File: src/rtl/s2_cfg_pkg.sv
// Shared definitions for the S2 cell-column configuration controller.
// Holds the controller state encoding, the bitstream header pattern,
// the per-cell config width and a state-class helper.
package s2_cfg_pkg;

    // Config bits per S2 cell: {D11,D10,D01,D00}
    localparam int CFG_BITS = 4;

    // Default bitstream header value (sent LSB first)
    localparam logic [3:0] SYNC_PAT = 4'b1010;

    typedef enum logic [2:0] {
        ST_IDLE   = 3'd0,
        ST_SYNC   = 3'd1,
        ST_LOAD   = 3'd2,
        ST_CHECK  = 3'd3,
        ST_ACTIVE = 3'd4,
        ST_ERROR  = 3'd5
    } state_t;

    // True for the states that consume serial bits
    function automatic logic is_rx_state(input state_t s);
        return (s == ST_SYNC) || (s == ST_LOAD) || (s == ST_CHECK);
    endfunction

endpackage

File: src/rtl/s2_cfg_shift.sv
// Serial-to-parallel shadow register for the cell configuration payload.
// Bits arrive LSB first, cell 0 first, so shifting in from the top leaves
// stream bit k at shadow bit k once all NCELL*4 bits have been taken.
// Ports:
//   clk, clr  : clock, async active-high reset
//   clear_i   : synchronous clear of shadow, accumulator and bit counter
//   shift_i   : accept bit_i this cycle
//   bit_i     : serial data bit
//   shadow_o  : assembled payload
//   xor_o     : XOR of all nibbles received so far
//   last_o    : the next accepted bit is the final payload bit
module s2_cfg_shift
    import s2_cfg_pkg::*;
#(
    parameter int NCELL = 8
) (
    input  logic                      clk,
    input  logic                      clr,
    input  logic                      clear_i,
    input  logic                      shift_i,
    input  logic                      bit_i,
    output logic [NCELL*CFG_BITS-1:0] shadow_o,
    output logic [3:0]                xor_o,
    output logic                      last_o
);

    localparam int NB = NCELL * CFG_BITS;
    localparam int CW = $clog2(NB);

    logic [NB-1:0] shadow_q, shadow_d;
    logic [3:0]    xor_q, xor_d;
    logic [CW-1:0] cnt_q, cnt_d;

    // Next-state: the nibble XOR is folded per bit position, which equals
    // XOR-ing each completed nibble without buffering the nibble itself.
    always_comb begin
        shadow_d = shadow_q;
        xor_d    = xor_q;
        cnt_d    = cnt_q;
        if (clear_i) begin
            shadow_d = {NB{1'b0}};
            xor_d    = 4'h0;
            cnt_d    = {CW{1'b0}};
        end else if (shift_i) begin
            shadow_d            = {bit_i, shadow_q[NB-1:1]};
            xor_d[cnt_q[1:0]]   = xor_q[cnt_q[1:0]] ^ bit_i;
            cnt_d               = (cnt_q == CW'(NB - 1)) ? {CW{1'b0}} : cnt_q + CW'(1);
        end else begin
            cnt_d = cnt_q;
        end
    end

    // State registers
    always_ff @(posedge clk or posedge clr) begin
        if (clr) begin
            shadow_q <= {NB{1'b0}};
            xor_q    <= 4'h0;
            cnt_q    <= {CW{1'b0}};
        end else begin
            shadow_q <= shadow_d;
            xor_q    <= xor_d;
            cnt_q    <= cnt_d;
        end
    end

    assign shadow_o = shadow_q;
    assign xor_o    = xor_q;
    assign last_o   = (cnt_q == CW'(NB - 1));

endmodule

File: src/rtl/s2_config_ctrl.sv
// Configuration and ld-sequencing controller for a column of NCELL S2 cells.
// Receives header + payload + checksum serially, publishes the checked
// config, then drives cell ld strobes (broadcast or single-step).
// Ports:
//   clk, clr              : clock, async active-high reset
//   start                 : begin (re)configuration (IDLE/ACTIVE/ERROR)
//   bit_in/bit_valid/bit_ready : serial config handshake
//   cfg, cfg_valid        : live config, cell i at cfg[4i+3:4i]
//   run_en, step          : broadcast mode / single-step request
//   cell_ld               : per-cell ld strobes
//   busy, done, err       : receiving, load-complete pulse, sticky error
module s2_config_ctrl
    import s2_cfg_pkg::*;
#(
    parameter int         NCELL = 8,
    parameter logic [3:0] SYNC  = SYNC_PAT
) (
    input  logic                      clk,
    input  logic                      clr,
    input  logic                      start,
    input  logic                      bit_in,
    input  logic                      bit_valid,
    output logic                      bit_ready,
    output logic [NCELL*CFG_BITS-1:0] cfg,
    output logic                      cfg_valid,
    input  logic                      run_en,
    input  logic                      step,
    output logic [NCELL-1:0]          cell_ld,
    output logic                      busy,
    output logic                      done,
    output logic                      err
);

    localparam int NB = NCELL * CFG_BITS;
    localparam int PW = (NCELL > 1) ? $clog2(NCELL) : 1;

    state_t         state_q, state_d;
    logic [1:0]     nib_q, nib_d;
    logic [3:0]     rx_q, rx_d;
    logic [NB-1:0]  cfg_q, cfg_d;
    logic           cfg_valid_q, cfg_valid_d;
    logic [PW-1:0]  ptr_q, ptr_d;
    logic [NCELL-1:0] cell_ld_q, cell_ld_d;
    logic           done_q, done_d;
    logic           bit_ready_q, busy_q, err_q;

    logic           accept_s, clear_s, shift_s, last_s;
    logic [3:0]     rx_next_s, xor_s;
    logic [NB-1:0]  shadow_s;

    assign accept_s  = bit_valid & bit_ready_q;
    assign rx_next_s = {bit_in, rx_q[3:1]};

    s2_cfg_shift #(.NCELL(NCELL)) u_shift (
        .clk      (clk),
        .clr      (clr),
        .clear_i  (clear_s),
        .shift_i  (shift_s),
        .bit_i    (bit_in),
        .shadow_o (shadow_s),
        .xor_o    (xor_s),
        .last_o   (last_s)
    );

    // FSM next-state, config commit and ld sequencing
    always_comb begin
        state_d     = state_q;
        nib_d       = nib_q;
        rx_d        = rx_q;
        cfg_d       = cfg_q;
        cfg_valid_d = cfg_valid_q;
        ptr_d       = ptr_q;
        cell_ld_d   = {NCELL{1'b0}};
        done_d      = 1'b0;
        clear_s     = 1'b0;
        shift_s     = 1'b0;
        case (state_q)
            ST_IDLE, ST_ERROR: begin
                if (start) begin
                    state_d = ST_SYNC;
                    nib_d   = 2'd0;
                    clear_s = 1'b1;
                end else begin
                    state_d = state_q;
                end
            end
            ST_SYNC: begin
                if (accept_s) begin
                    rx_d = rx_next_s;
                    if (nib_q == 2'd3) begin
                        nib_d   = 2'd0;
                        state_d = (rx_next_s == SYNC) ? ST_LOAD : ST_ERROR;
                    end else begin
                        nib_d = nib_q + 2'd1;
                    end
                end else begin
                    nib_d = nib_q;
                end
            end
            ST_LOAD: begin
                if (accept_s) begin
                    shift_s = 1'b1;
                    state_d = last_s ? ST_CHECK : ST_LOAD;
                end else begin
                    shift_s = 1'b0;
                end
            end
            ST_CHECK: begin
                if (accept_s) begin
                    rx_d = rx_next_s;
                    if (nib_q == 2'd3) begin
                        nib_d = 2'd0;
                        // The accumulator already includes the final nibble here
                        if (rx_next_s == xor_s) begin
                            cfg_d       = shadow_s;
                            cfg_valid_d = 1'b1;
                            done_d      = 1'b1;
                            state_d     = ST_ACTIVE;
                        end else begin
                            state_d = ST_ERROR;
                        end
                    end else begin
                        nib_d = nib_q + 2'd1;
                    end
                end else begin
                    nib_d = nib_q;
                end
            end
            ST_ACTIVE: begin
                // start outranks run_en and step; old cfg stays visible
                if (start) begin
                    cfg_valid_d = 1'b0;
                    ptr_d       = {PW{1'b0}};
                    nib_d       = 2'd0;
                    clear_s     = 1'b1;
                    state_d     = ST_SYNC;
                end else if (run_en) begin
                    cell_ld_d = {NCELL{1'b1}};
                end else if (step) begin
                    cell_ld_d = {{(NCELL-1){1'b0}}, 1'b1} << ptr_q;
                    ptr_d     = (ptr_q == PW'(NCELL - 1)) ? {PW{1'b0}} : ptr_q + PW'(1);
                end else begin
                    cell_ld_d = {NCELL{1'b0}};
                end
            end
            default: begin
                state_d = ST_IDLE;
            end
        endcase
    end

    // State and registered outputs; status flags follow the next state
    always_ff @(posedge clk or posedge clr) begin
        if (clr) begin
            state_q     <= ST_IDLE;
            nib_q       <= 2'd0;
            rx_q        <= 4'h0;
            cfg_q       <= {NB{1'b0}};
            cfg_valid_q <= 1'b0;
            ptr_q       <= {PW{1'b0}};
            cell_ld_q   <= {NCELL{1'b0}};
            done_q      <= 1'b0;
            bit_ready_q <= 1'b0;
            busy_q      <= 1'b0;
            err_q       <= 1'b0;
        end else begin
            state_q     <= state_d;
            nib_q       <= nib_d;
            rx_q        <= rx_d;
            cfg_q       <= cfg_d;
            cfg_valid_q <= cfg_valid_d;
            ptr_q       <= ptr_d;
            cell_ld_q   <= cell_ld_d;
            done_q      <= done_d;
            bit_ready_q <= is_rx_state(state_d);
            busy_q      <= is_rx_state(state_d);
            err_q       <= (state_d == ST_ERROR);
        end
    end

    assign bit_ready = bit_ready_q;
    assign busy      = busy_q;
    assign cfg       = cfg_q;
    assign cfg_valid = cfg_valid_q;
    assign cell_ld   = cell_ld_q;
    assign done      = done_q;
    assign err       = err_q;

endmodule

File: config.mk
export PLATFORM = sky130hd
export DESIGN_NAME = s2_config_ctrl
export DESIGN_NICKNAME = d
export VERILOG_FILES = /design/src/rtl/s2_cfg_pkg.sv /design/src/rtl/s2_cfg_shift.sv /design/src/rtl/s2_config_ctrl.sv
export SDC_FILE = /design/constraint.sdc
export NUM_CORES = 1
export LEC_CHECK = 0
export CAP_MARGIN = 0
export CELL_PAD_IN_SITES_DETAIL_PLACEMENT = 0
export CELL_PAD_IN_SITES_GLOBAL_PLACEMENT = 1
export CORE_MARGIN = 2
export CORE_UTILIZATION = 42
export CTS_BUF_LIST = sky130_fd_sc_hd__clkbuf_8
export CTS_CLUSTER_SIZE = 14
export DETAILED_ROUTE_END_ITERATION = 12
export MAX_ROUTING_LAYER = met4
export PLACE_DENSITY_LB_ADDON = 0.08
export SETUP_SLACK_MARGIN = 0.02
export SYNTH_ARGS = -nofsm -noshare
export SYNTH_HDL_FRONTEND = slang
export SYNTH_SLANG_ARGS = --single-unit
File: constraint.sdc
create_clock -name clk -period 7.9 [get_ports clk]
set_input_delay 0.79 -clock clk [delete_from_list [all_inputs] [get_ports clk]]
set_output_delay 0.79 -clock clk [all_outputs]
set_load 0.01 [all_outputs]
# After elaboration in Yosys (flattened, before gate mapping)

Index checks and enable logic that the tools add are counted.

Add/sub/neg operators: 3
Order comparisons: 2
Equal/unequal tests: 21
Shift operators: 1
Multiplexer cells: 47
Bitwise operators: 2
Reductions and logical operators: 15

Operator list:

| cell                                                                    | count |
|---|---|
| 32-bit 2-to-1 mux                                                       | 2 |
| 3-bit 2-to-1 mux                                                        | 11 |
| 8-bit 2-to-1 mux                                                        | 4 |
| 1-bit 2-to-1 mux                                                        | 16 |
| 5-bit 2-to-1 mux                                                        | 3 |
| 3-bit by 2-bit equality test with 1-bit output, second input constant   | 4 |
| 3-bit equality test, second input constant                              | 4 |
| 3-bit one-hot mux with 4 select lines                                   | 1 |
| 2-bit inequality test, second input constant                            | 5 |
| 4-bit 2-to-1 mux                                                        | 2 |
| 2-bit nonzero test                                                      | 4 |
| 1-bit by 3-bit << shifter with 8-bit output, first input constant       | 1 |
| 3-bit by 1-bit equality test with 1-bit output, second input constant   | 2 |
| 2-bit 2-to-1 mux                                                        | 3 |
| 3-bit AND reduction                                                     | 2 |
| 5-bit by 1-bit adder with 5-bit output, second input constant           | 1 |
| 5-bit equality test, second input constant                              | 1 |
| 5-bit AND reduction                                                     | 1 |
| 4-bit bitwise mux                                                       | 1 |
| 4-bit equality test                                                     | 1 |
| 4-bit equality test, second input constant                              | 1 |
| 2-bit by 1-bit inequality test with 1-bit output, second input constant | 2 |
| 2-bit one-hot mux with 2 select lines                                   | 1 |
| 4-bit AND reduction                                                     | 1 |
| other kinds (16)                                                        | 17 |

Register bits: 97
Bits of input ports: 7
Output and inout bits: 45
Word-level logic and storage cells: 104

# Depth between registers and ports, before layout

Gate-level depths: netlist of the first run.

Depth in word-level cells: 8
Mapped depth: 7
Gate-level depth less buffers: 6

# Hierarchy

A second synthesis of the first run with hierarchy kept.

Cells, all modules: 332
Area total of the unflattened synthesis: 4247.8 um^2

By module, submodules not included:

| module         | times used | cells each | area each (um^2) | sequential area each (um^2) |
|---|---|---|---|---|
| s2_config_ctrl | 1          | 179        | 2456.1           | 1376.3 |
| s2_cfg_shift   | 1          | 153        | 1791.7           | 1026.0 |

# Worst setup path before layout of the first run

OpenSTA, ideal clock, no wires.

Path kind: input-to-reg
Start: input port bit_in
End: register cfg_q[11] (netlist: cfg[11])
Setup time: 0.125 ns
Arrival time: 1.908 ns
Data required time: 7.775 ns
Path slack: 5.867 ns
Stages: 5
Buffers on the path: 1
Cell sequence: xnor2_1 -> nand3_1 -> nor3_4 -> buf_6 -> mux2_2

Word-level cells in the longest chain between the ends: 2

Ends and longest elaborated chain:

| element                              | RTL line              | RTL |
|---|---|---|
| from (decl)                          | s2_config_ctrl.sv:21  | `input logic bit_in,` |
| 4-bit equality test                  | s2_config_ctrl.sv:114 | `if (rx_next_s == xor_s) begin` |
| 4-bit AND reduction (no source line) | --                    |  |
| to (signal assigned)                 | s2_config_ctrl.sv:158 | `cfg_q <= {NB{1'b0}};` |
| to (signal assigned)                 | s2_config_ctrl.sv:170 | `cfg_q <= cfg_d;` |
| to (decl)                            | s2_config_ctrl.sv:40  | `logic [NB-1:0] cfg_q, cfg_d;` |

No other way between the ends.
A chain may end at the register's enable or synchronous reset.

# Worst setup path in the final report of the first run

Start: input port bit_in
End: register cfg_q[16] (netlist: cfg[16])

The elaborated chain is that of the path after synthesis.

==> metrics.txt, run 1 <==
commonest non-fill, non-tap cells in the layout=dfrtp_1 (96), nand2_1 (82), clkdlybuf4s50_1 (51); CP Max Fanout=34; cells after synthesis=368; R2R Path End=u_shift.cnt_q[2]; crit path to=cfg[16]; TritonCTS clock tree=built; worst endpoint required time=~8.1 ns; clk root buf=clkbuf_8; max cap viols=0; H-Tree Depth=3; Pins Over Slew Limit=0; Synth Cell Area=4080 sq um; cts repair resizes=0; status=finished clean; FF-to-FF setup slack=a little under 6 ns; layout cell share with drive strength beyond 1=between 10% and 20%; max frequency=0.405 GHz; number of synthesized flops with an enable pin=0; Routed WL=~7600 um; die height=between 100 and 150 um; # Post-CTS Setup Buffers=0; Seq cells post-synth=96; setup TNS=0 ns; aggregate global-route resource usage=16.4%; Static Leakage=approximately 2.4 nW; Worst Path Arrival=2.71 ns; worst-margin pin slew=0.811 ns; met3 Use GR=about 2.5%; DRT iter0 DRCs=between 150 and 200; hold buffers post-CTS=0; DR vias=roughly 2,700; min cycle time layout=~2.5 ns; period utilization=a little under a third; Initial Utilization=a little over two fifths; CTS sink cnt=96; CP endpoint kind=flip-flop; met2 Usage GRT=between 20% and 30%; Synth Warn #=0; Syn Area/Cell=11.1 sq um; Worst Setup SP=bit_in; clock slew at reported path FFs=about 0.10 ns; cell area after layout=roughly 4900 sq um; port bufs=51; R2R Path Start=u_shift.cnt_q[0]; clock buffer depth=2; Num CTS Buffers=9; Setup Viol. Count Final=0; Congestion Overflow GR=0; routing usage on met1=between 20% and 30%; top-area cell type share of the netlist area=58.8%; CP Launch Type=input port; max_slew headroom=45.9%; Skew-Pair Late Insertion Delay=0.35 ns; DRC=0; Hold Violations, Final=0; n_diodes=0; Distinct cells, synth=45; HPWL after DPL=about 4900 um; Die Wd=103 um; worst r2r path cells=5; Pwr Density=between 200 and 250 nW/um^2; floorplan core area=approximately 9300 sq um; largest net degree at the start of global routing=66; Fillers=881; worst hold-check path type=reg -> reg; Crit Path Category=in -> reg; area leader, netlist=dfrtp_1; vias in the first global route=between 2,000 and 3,000; die area=~11,000 sq um; Routed Antenna Nets=0; Area Overhead vs Synth=19.4%; routed len/inst=~14 um; # rows=35; Pre-Repair DR Iteration Count=4; FFs w/ async S/R, synth=between 90% and 100%; Placed Instance Area=4690 sq um; Vias per Instance=approximately 5.0; Clock Skews=between 0.009 and 0.01 ns; Primary FF master, synth=dfrtp_1; Peak VDD IR=roughly 0.071 mV; RePlAce Congestion=roughly 0.78; IO Count=52; first-pass GRT wire length=13,200 um; sequential-to-total area share from yosys stat=around 59%; commonest non-fill, non-tap cell in the layout=dfrtp_1; RSZ-0062 raised after global routing=no; Layout Nets=about 440; top cells by area, synth=dfrtp_1 (59%), mux2_2 (7.7%), nand2_1 (7.5%), nand3_1 (4.8%), ha_1 (3.7%); initial antenna violation count=0; grt peak-use layer=met2; worst hold start=cfg[18]; syn nets=a little under 400
==> final cells by class <==
type / count / area, sq um / area share [%]
clock buffers: 9 / 124 / 2.54
inverters: 9 / 36.3 / 0.744
multi-input cells: 244 / 1540 / 31.6
well taps: 129 / 161 / 3.31
clock inverters: 7 / 63.8 / 1.31
flip-flops and latches: 96 / 2400 / 49.3
repair buffers: 56 / 548 / 11.2
==> layer usage <==
metal	wire length, um	up-vias
met5	0	-
met4	78	0
met3	230	6
met2	3520	53
met1	3800	1325
li1	-	1360
==> cell families (layout without fill, tap and decap cells) <==
kind of cell               after synthesis  in the layout  synth area share [%]
adders and majority gates               12             12                  3.68
buffers and inverters                   28             81                  3.43
muxes                                   33             33                  9.37
and+or+nand+nor                        156            156                  17.6
DFF                                     96             96                  58.8
AOI/OAI and AO/OA                       38             38                  6.01
xor gates and xnor gates                 5              5                  1.07
==> synth_stat cells (all sizes together), types with 2 or more instances <==
| cell | n |
|---|---|
| or3 | 2 |
| o22ai | 2 |
| nor3 | 2 |
| o32ai | 2 |
| buf | 13 |
| ha | 12 |
| a21oi | 15 |
| mux2 | 32 |
| nand2b | 3 |
| o21ai | 2 |
| a311oi | 4 |
| and3 | 2 |
| inv | 9 |
| nand2 | 83 |
| dfrtp | 96 |
| a31oi | 5 |
| nand3 | 39 |
| clkbuf | 6 |
| xnor2 | 5 |
| nand4 | 2 |
| nor2 | 14 |
==> critical path, stage by stage <==
cell and delay, ns:
clkdlybuf4s50_1 0.60, xnor2_1 0.15, nand3_1 0.16, nor3_4 0.18, buf_4 0.42, mux2_2 0.39
==> power by group <==
group	switching, mW	leakage, nW	internal, mW
registers	0.0340	1.31	0.520
clock network	0.182	0.0956	0.122
logic	0.114	0.974	0.0701
==> state kept, by name (all words and copies together) (netlist names) <==
name / count
busy: 1
cell_ld: 8
cfg: 32
cfg_valid: 1
done: 1
err: 1
nib_q: 2
ptr_q: 3
rx_q: 3
state_q: 3
u_shift.cnt_q: 5
u_shift.shadow_o: 32
u_shift.xor_o: 4
==> worst min path at each step <==
stage                                 endpoint  cells past startpoint
after floorplan            u_shift.shadow_o[0]                      2
after global placement                 cfg[18]                      1
after detailed placement  u_shift.shadow_o[29]                      2
after CTS                 u_shift.shadow_o[29]                      2
after global routing      u_shift.shadow_o[18]                      2
final                                  cfg[18]                      1
==> stage by stage <==
step	std cells	util (%)	setup slack [ns]	power, mW	hold slack, ns
after detailed placement	534	50.3	5.05	0.749	0.475
after global routing	550	52.3	5.32	1.10	0.526
final	550	52.3	5.43	1.04	0.492
after global placement	534	50.3	5.09	0.746	0.469
after floorplan	368	-	4.60	0.694	0.455
after CTS	550	52.3	5.42	1.06	0.499
Power figures use the tool's default switching activity.
==> inputs of run 2 (changes only) <==
Clock period 7.9 ns to 2.4 ns, I/O delays scaled along.
==> run 2 against run 1 <==
Effect of this change: count of clock-buffer cells in the layout stayed put; combinational power grew to 3.4 times the previous value; critical endpoint is now u_shift.cnt_q[2]; sequential power rose to 3.3 times the previous value; cell area rose by 2.3%; clock skew increased by 0.0041 ns; die area stayed put; cell count increased by 0.73%; largest power group unchanged; register-to-register slack worse by 5.5 ns; flip-flop and latch count is the same; critical path depth fell by 1.
==> metrics.txt, run 2 (same netlist as run 1, synthesis figures left out) <==
status=finished clean; cts repair resizes=0; Logic pwr share=roughly 17%; Setup Viol. Count Final=0; Area Overhead vs Synth=22.2%; FF-to-FF setup slack=about 0.35 ns; HPWL after DPL=~5000 um; max_slew headroom=between 60 and 70%; Vias per Instance=roughly 5; max frequency=between 0.4 and 0.5 GHz; Crit Path Category=reg -> reg; first-pass GRT wire length=about 13,000 um; worst hold-check path type=in -> async; IO Count=52; Initial Utilization=between 40% and 50%; TritonCTS clock tree=built; port bufs=between 50 and 60; Switching Share=between 20% and 30%; period utilization=between 80% and 90%; DRT iter0 DRCs=between 150 and 200; commonest non-fill, non-tap cells in the layout=dfrtp_1 (96), nand2_1 (82), clkdlybuf4s50_1 (51); # Post-CTS Setup Buffers=0; metal2 WL=3540 um; CP endpoint kind=flip-flop; RSZ-0062 raised after global routing=no; n_diodes=0; metal3 WL=roughly 230 um; R2R Path End=u_shift.cnt_q[2]; initial antenna violation count=0; aggregate global-route resource usage=between 10% and 20%; Peak VDD IR=0.260 mV; hold buffers post-CTS=0; worst r2r path cells=5; NetSw=~1.0 mW; CP Max Fanout=7; top sig layer=met4; Routed WL=7660 um; Skew-Pair Late Insertion Delay=about 0.35 ns; die area=between 10,000 and 15,000 sq um; Clock Skews=roughly 0.014 ns; CP Launch Type=flip-flop; post-route worst setup slack=around 0.35 ns; Pint=roughly 2.7 mW; Multi-input gate area=between 1500 and 2000 sq um; H-Tree Depth=3; Num CTS Buffers=9; die height=between 100 and 150 um; Clock power frac=between 30% and 40%; layout cell share with drive strength beyond 1=14.1%; Static Leakage=2.43 nW; largest net degree at the start of global routing=77; DR vias=around 2,800; # rows=35; clock buffer depth=2; Routed Antenna Nets=0; worst-margin pin slew=0.459 ns; vias in the first global route=~2,800; Pwr Density=approximately 740 nW/um^2; RePlAce Congestion=~0.84; Die Wd=roughly 100 um; Congestion Overflow GR=0; clock slew at reported path FFs=0.10 ns; Layout Nets=439; Pins Over Slew Limit=0; power share of the sequential group=between 40% and 50%; FF/Latch Area=between 2000 and 2500 sq um; Worst Path Arrival=roughly 2.3 ns; Fillers=850; CTS sink cnt=96; max cap viols=0; worst endpoint required time=roughly 2.7 ns; commonest non-fill, non-tap cell in the layout=dfrtp_1; met1 WL=about 3800 um; Hold Violations, Final=0; floorplan core area=just over 9000 sq um; R2R Path Start=u_shift.cnt_q[1]; min cycle time layout=between 2 and 2.5 ns; setup TNS=0 ns; routed len/inst=approximately 14 um; clk root buf=clkbuf_8; Pre-Repair DR Iteration Count=4; DRC=0; worst slack at placement=slightly above 0.3 ns
run 2: worst max-delay path by stage:
| stage | slack [ns] | end | cells after the start | startpoint |
|---|---|---|---|---|
| 6_report | 0.35 | u_shift.cnt_q[2] | 5 | u_shift.cnt_q[1] |
| 5_1_grt | 0.23 | u_shift.cnt_q[2] | 5 | u_shift.cnt_q[1] |
| 4_1_cts | 0.34 | u_shift.cnt_q[2] | 5 | u_shift.cnt_q[1] |
| 3_5_place_dp | 0.30 | cfg[16] | 6 | bit_in |
| 3_3_place_gp | 0.32 | err | 6 | bit_in |
| 2_1_floorplan | 0.49 | u_shift.cnt_q[2] | 5 | u_shift.cnt_q[0] |
run 2: final cells by class:
cell class / instances / share of cell area (%)
well taps: 129 / 3.24
clock inverters: 7 / 2.38
flip-flops and latches: 96 / 48.2
clock buffers: 9 / 2.48
repair buffers: 60 / 12.1
multi-input cells: 244 / 30.9
inverters: 9 / 0.752
run 2: routing by layer:
layer  vias to the layer above  GRT usage (%)
met5                         -              -
met2                        45           24.8
met3                         7           2.58
met4                         0           5.03
li1                       1369              -
met1                      1374           22.1
run 2: through the flow:
step                util [%]  hold slack [ns]  instances  instance area, sq um  power, mW
global route            53.5            0.270        554                  4990       3.90
CTS                     53.5            0.247        554                  4990       3.74
floorplan                  -            0.329        368                  4090       2.28
global placement        50.9            0.470        538                  4750       2.48
finish                  53.5            0.248        554                  4990       3.69
detailed placement      50.9            0.474        538                  4750       2.48
run 2: power by group through the flow:
stage	clock [mW]	combinational, mW	sequential (mW)
after floorplan	0	0.457	1.83
after global placement	0	0.629	1.85
after detailed placement	0	0.632	1.85
after CTS	1.29	0.637	1.82
after global routing	1.35	0.710	1.84
final	1.25	0.626	1.82
run 2: worst max-delay path, stage by stage, from the launching register on:
cell	delay, ns
dfrtp_1	0.46
ha_1	0.27
and3_1	0.20
ha_1	0.26
or4b_2	0.62
a21oi_1	0.15
==> inputs of run 3 (changes only) <==
Settings changed: CAP_MARGIN 0 to 20, TNS_END_PERCENT set to 30.
==> results of run 3 <==
The final DEF is identical to that of run 2; final timing and power are the same.
